File: src/rtl/spi_peripheral.sv
// SPI mode-0 write-only target: synchronizes SCLK/COPI/nCS into clk and
// decodes 16-bit write frames into the five PWM control registers.
module spi_peripheral #(
  parameter int         SYNC_STAGES = 2,
  parameter logic [6:0] MAX_ADDR    = 7'h04
) (
  input  logic       clk,
  input  logic       rst,
  input  logic       sclk,
  input  logic       copi,
  input  logic       ncs,
  output logic [7:0] en_reg_out_7_0,
  output logic [7:0] en_reg_out_15_8,
  output logic [7:0] en_reg_pwm_7_0,
  output logic [7:0] en_reg_pwm_15_8,
  output logic [7:0] pwm_duty_cycle,
  output logic       wr_strobe
);

  localparam int NREGS = 5;

  typedef enum logic [1:0] {IDLE, SHIFT, COMMIT} state_t;

  // Bit 0 = SCLK, bit 1 = COPI, bit 2 = nCS.
  logic [SYNC_STAGES-1:0][2:0] sync_q;
  logic [2:0]                  prev_q;
  logic [2:0]                  sync_last;

  state_t      state_q, state_d;
  logic [15:0] shift_q, shift_d;
  logic [4:0]  cnt_q, cnt_d;
  logic [NREGS-1:0][7:0] regs_q;
  logic        wr_strobe_q;

  logic sclk_rise, ncs_fall, ncs_rise, copi_s;
  logic frame_clr, shift_en, commit_ok;
  logic [6:0] addr;

  always_ff @(posedge clk or posedge rst) begin
    if (rst) begin
      sync_q <= '0;
      prev_q <= '0;
    end else begin
      sync_q[0] <= {ncs, copi, sclk};
      for (int i = 1; i < SYNC_STAGES; i++) sync_q[i] <= sync_q[i-1];
      prev_q <= sync_q[SYNC_STAGES-1];
    end
  end

  // Chains reset low so a reset released with nCS already low yields no
  // falling edge; the partial frame is then never entered.
  assign sync_last = sync_q[SYNC_STAGES-1];
  assign sclk_rise = sync_last[0] & ~prev_q[0];
  assign ncs_fall  = ~sync_last[2] & prev_q[2];
  assign ncs_rise  = sync_last[2] & ~prev_q[2];
  assign copi_s    = prev_q[1];
  assign addr      = shift_q[14:8];

  always_ff @(posedge clk or posedge rst) begin
    if (rst) state_q <= IDLE;
    else     state_q <= state_d;
  end

  always_comb begin
    state_d = state_q;
    case (state_q)
      IDLE:    if (ncs_fall) state_d = SHIFT;
      SHIFT:   if (ncs_rise) state_d = COMMIT;
      COMMIT:  state_d = IDLE;
      default: state_d = IDLE;
    endcase
  end

  // An SCLK edge coinciding with the nCS rise is not counted.
  always_comb begin
    frame_clr = (state_q == IDLE) && ncs_fall;
    shift_en  = (state_q == SHIFT) && sclk_rise && !ncs_rise;
    commit_ok = (state_q == COMMIT) && (cnt_q == 5'd16) && shift_q[15] &&
                (addr <= MAX_ADDR) && (addr < 7'(NREGS));
  end

  always_comb begin
    shift_d = shift_q;
    cnt_d   = cnt_q;
    if (frame_clr) begin
      shift_d = '0;
      cnt_d   = '0;
    end else if (shift_en) begin
      shift_d = {shift_q[14:0], copi_s};
      if (cnt_q != 5'd17) cnt_d = cnt_q + 5'd1;
    end
  end

  always_ff @(posedge clk or posedge rst) begin
    if (rst) begin
      shift_q <= '0;
      cnt_q   <= '0;
    end else begin
      shift_q <= shift_d;
      cnt_q   <= cnt_d;
    end
  end

  always_ff @(posedge clk or posedge rst) begin
    if (rst) begin
      regs_q      <= '0;
      wr_strobe_q <= 1'b0;
    end else begin
      wr_strobe_q <= commit_ok;
      if (commit_ok) begin
        case (addr)
          7'd0:    regs_q[0] <= shift_q[7:0];
          7'd1:    regs_q[1] <= shift_q[7:0];
          7'd2:    regs_q[2] <= shift_q[7:0];
          7'd3:    regs_q[3] <= shift_q[7:0];
          7'd4:    regs_q[4] <= shift_q[7:0];
          default: ;
        endcase
      end
    end
  end

  assign en_reg_out_7_0  = regs_q[0];
  assign en_reg_out_15_8 = regs_q[1];
  assign en_reg_pwm_7_0  = regs_q[2];
  assign en_reg_pwm_15_8 = regs_q[3];
  assign pwm_duty_cycle  = regs_q[4];
  assign wr_strobe       = wr_strobe_q;

endmodule

File: config.mk
export PLATFORM = sky130hd
export DESIGN_NAME = spi_peripheral
export DESIGN_NICKNAME = d
export VERILOG_FILES = /design/src/rtl/spi_peripheral.sv
export SDC_FILE = /design/constraint.sdc
export NUM_CORES = 1
export LEC_CHECK = 0
export CAP_MARGIN = 15
export CORE_ASPECT_RATIO = 1.2
export CORE_MARGIN = 2
export CORE_UTILIZATION = 46
export CTS_CLUSTER_SIZE = 28
export DETAILED_ROUTE_END_ITERATION = 7
export GPL_TIMING_DRIVEN = 0
export PLACE_DENSITY = 0.79
export SLEW_MARGIN = 15
export SYNTH_ARGS = -nofsm -noshare
export SYNTH_HDL_FRONTEND = slang
export SYNTH_SLANG_ARGS = --single-unit
File: constraint.sdc
create_clock -name clk -period 3.05 [get_ports clk]
set_clock_uncertainty 0.05 [all_clocks]
set_input_delay 0.305 -clock clk [delete_from_list [all_inputs] [get_ports clk]]
set_output_delay 0.305 -clock clk [all_outputs]
set_load 0.03 [all_outputs]
==> reports/metrics.csv <==
stage,metric,value,unit
status,status,completed,
clock_tree,htreeDepth,3,
critical_path,crit_path_max_fanout,8,
global_route,grt_pass1_wl,9260,um
clock_tree,cts_tree,yes,
critical_path,crit_type,reg -> reg,
sta,hold_viol,0,
detailed_routing,num_vias,1752,
synth,seq_area_frac_synth,0.624,
placement,portBuffers,45,
placement,place_area,0.00350,sq mm
sta,holdWs,0.276,ns
final_layout,postLayoutCellArea,0.00375,sq mm
synth,synth_seq_cells,73,
critical_path,end_kind,flop,
power,p_leak,1.86,nW
global_route,overflow,0,
clock_tree,cts_resized,0,
sta,rsz0062_at_grt,no,
sta,setup_slack,0.912,ns
synth,synth-main-ff-cell,dfrtp_1,
placement,dp_hpwl,3650,um
synth,syn-num-nets,210,
placement,dpl_worst_slack,0.882,ns
detailed_routing,first_pass_iters,4,
final_layout,nets,267,
final_layout,area_growth,27.9,%
clock_tree,clk_latency,0.35,ns
synth,synth_area,0.00293,sq mm
synth,yosysTopAreaCell,dfrtp_1,
detailed_routing,wire_per_inst,16.0,um
synth,syn_inst,202,
floorplanning,die_w,76.8,um
clock_tree,clock-root-buffer,clkbuf_8,
sta,finalSetupViolations,0,
synth,syn_area_per_cell,14.5,sq um
global_route,grt_start_max_net_pins,39,
clock_tree,cts_hold_buf,0,
final_layout,antenna_cells,0,
global_route,grt.busiest_layer,met2,
critical_path,required,3.23,ns
clock_tree,cts_buffers,9,
power,finalPower,2.07,mW
synth,synth_edf_count,0,
power,power_density,554,mW/mm^2
synth,yosysMostFrequentCell,dfrtp_1,
floorplanning,rows,31,
floorplanning,core_area,0.00609,sq mm
final_layout,fin_util,0.615,
flow_run,drv_cap,0,
final_layout,n_fill_cell,493,
synth,yosysWarnings,0,
detailed_routing,first_iter_violations,129,
synth,synth_area_leaders,"dfrtp_1 (62%), mux2_2 (13%), mux2i_1 (6.5%)",
hold_path,min_path_type,in -> async,
floorplanning,fp.dieH,91.4,um
critical_path,crit_arrival,2.32,ns
clock_tree,clk_pin_slew,0.07,ns
global_route,track_usage,0.175,
sta,worstMarginPinSlew,0.626,ns
floorplanning,io_pins,46,
sta,fin_crit,2.14,ns
clock_tree,cts_sinks,73,
power,vdd_drop_max,0.300,mV
synth,synth_top_cell_area_share,0.624,
global_route,antenna_found_initial,0,
sta,slew_violations,0,
placement,gp_congestion,0.747,
detailed_routing,routed_wl,5530,um
synth,synth_commonest_cells,"dfrtp_1 (73), mux2_2 (33), mux2i_1 (19), nor2_1 (19), mux2_4 (8)",
clock_tree,clockBufferDepth,2,
floorplanning,start_util,0.481,
floorplanning,die_area,0.00702,sq mm
global_route,met1_usage,0.225,
sta,relSlewSlack,0.580,
clock_tree,cts_setup_buffers,0,
detailed_routing,drtAntennaViolNets,0,
sta,fin_crit_sh,0.701,
final_layout,drive_above_1_share,0.265,
sta,clock.fmax,468,MHz
global_route,grt_use_met3,0.0497,
synth,ys_types,35,
global_route,use_met2,0.273,
detailed_routing,drc,0,
critical_path,start_kind,flop,
detailed_routing,routed_via_density,5.06,
synth,ys_async_sr_fraction,1.00,
global_route,grt_pass1_vias,1794,
## power by group
part / internal [mW] / switching [mW]
clock: 0.548 / 0.371
sequential: 0.998 / 0.0317
combinational: 0.0499 / 0.0761
total: 1.60 / 0.479
## cell type report
class	count	area (sq um)	area share
Buffer	5	32.5	0.00868
Clock buffer	10	128	0.0341
Clock inverter	6	115	0.0307
Inverter	5	21.3	0.00568
Multi-Input combinational cell	119	1050	0.280
Sequential cell	73	1830	0.488
Tap cell	82	103	0.0274
Timing Repair Buffer	46	470	0.126
## metrics by stage
stage          std cells  TNS, ns
6_report             346        0
3_5_place_dp         330        0
5_1_grt              346        0
3_3_place_gp         329   -21.55
4_1_cts              346        0
2_1_floorplan        202        0
## layer usage
layer / vias to the layer above / wire (um) / part of all wire
met5: - / 0 / 0
met4: 0 / 104 / 0.019
met3: 7 / 231 / 0.042
met2: 39 / 2740 / 0.50
met1: 887 / 2450 / 0.44
li1: 819 / - / -
## cells in the final DEF (no fill, tap or decap), types with 2 or more instances in the layout
cell             Yosys  routed
nor2_1              19      19
dfrtp_1             73      73
nand2_1              4       4
inv_1                5       4
mux2_4               8       8
clkbuf_8             0       9
mux2i_1             19      19
buf_2                2       2
bufinv_16            0       3
and4b_1              2       2
clkbuf_1             1       2
nand4_1              3       3
nor2b_1              4       4
nor2_2               3       3
mux2_2              33      33
nand2b_1             3       3
ha_1                 3       3
clkdlybuf4s50_1      0      45
## registers in the layout, indices dropped and copies added (netlist names), 5 cells and up
name             cells
en_reg_out_15_8      8
en_reg_pwm_7_0       8
en_reg_pwm_15_8      8
en_reg_out_7_0       8
cnt_q                5
shift_q             16
pwm_duty_cycle       8
## final timing paths
path                       startpoint                end  slack, ns  cells after the start
setup / recovery             cnt_q[0]  en_reg_pwm_7_0[1]       0.91                      6
hold / removal                    rst       sync_last[0]       0.28                      2
setup reg to reg             cnt_q[0]  en_reg_pwm_7_0[1]       0.91                      6
hold reg to reg             sync_q[2]       sync_last[2]       0.30                      0
max in group asynchronous         rst        shift_q[12]       2.12                      3
min in group clk            sync_q[2]       sync_last[2]       0.30                      0
## worst max-delay path, stage by stage, from the launching register on
cell and delay (ns):
dfrtp_1 0.43, inv_1 0.10, ha_1 0.15, and4bb_1 0.31, nand4_1 0.13, nor2_2 0.46
mux2_2 0.40
## cell families (layout without fill, tap and decap cells)
logic type	Yosys count	after routing	synth area share
flip-flops	73	73	0.624
multiplexers	60	60	0.233
AND/OR/NAND/NOR	50	50	0.0991
buffers and inverters	10	72	0.0175
AO/OA/AOI/OAI	6	6	0.0137
adder cells (fa/ha/maj)	3	3	0.0128
Power figures use the tool's default switching activity.
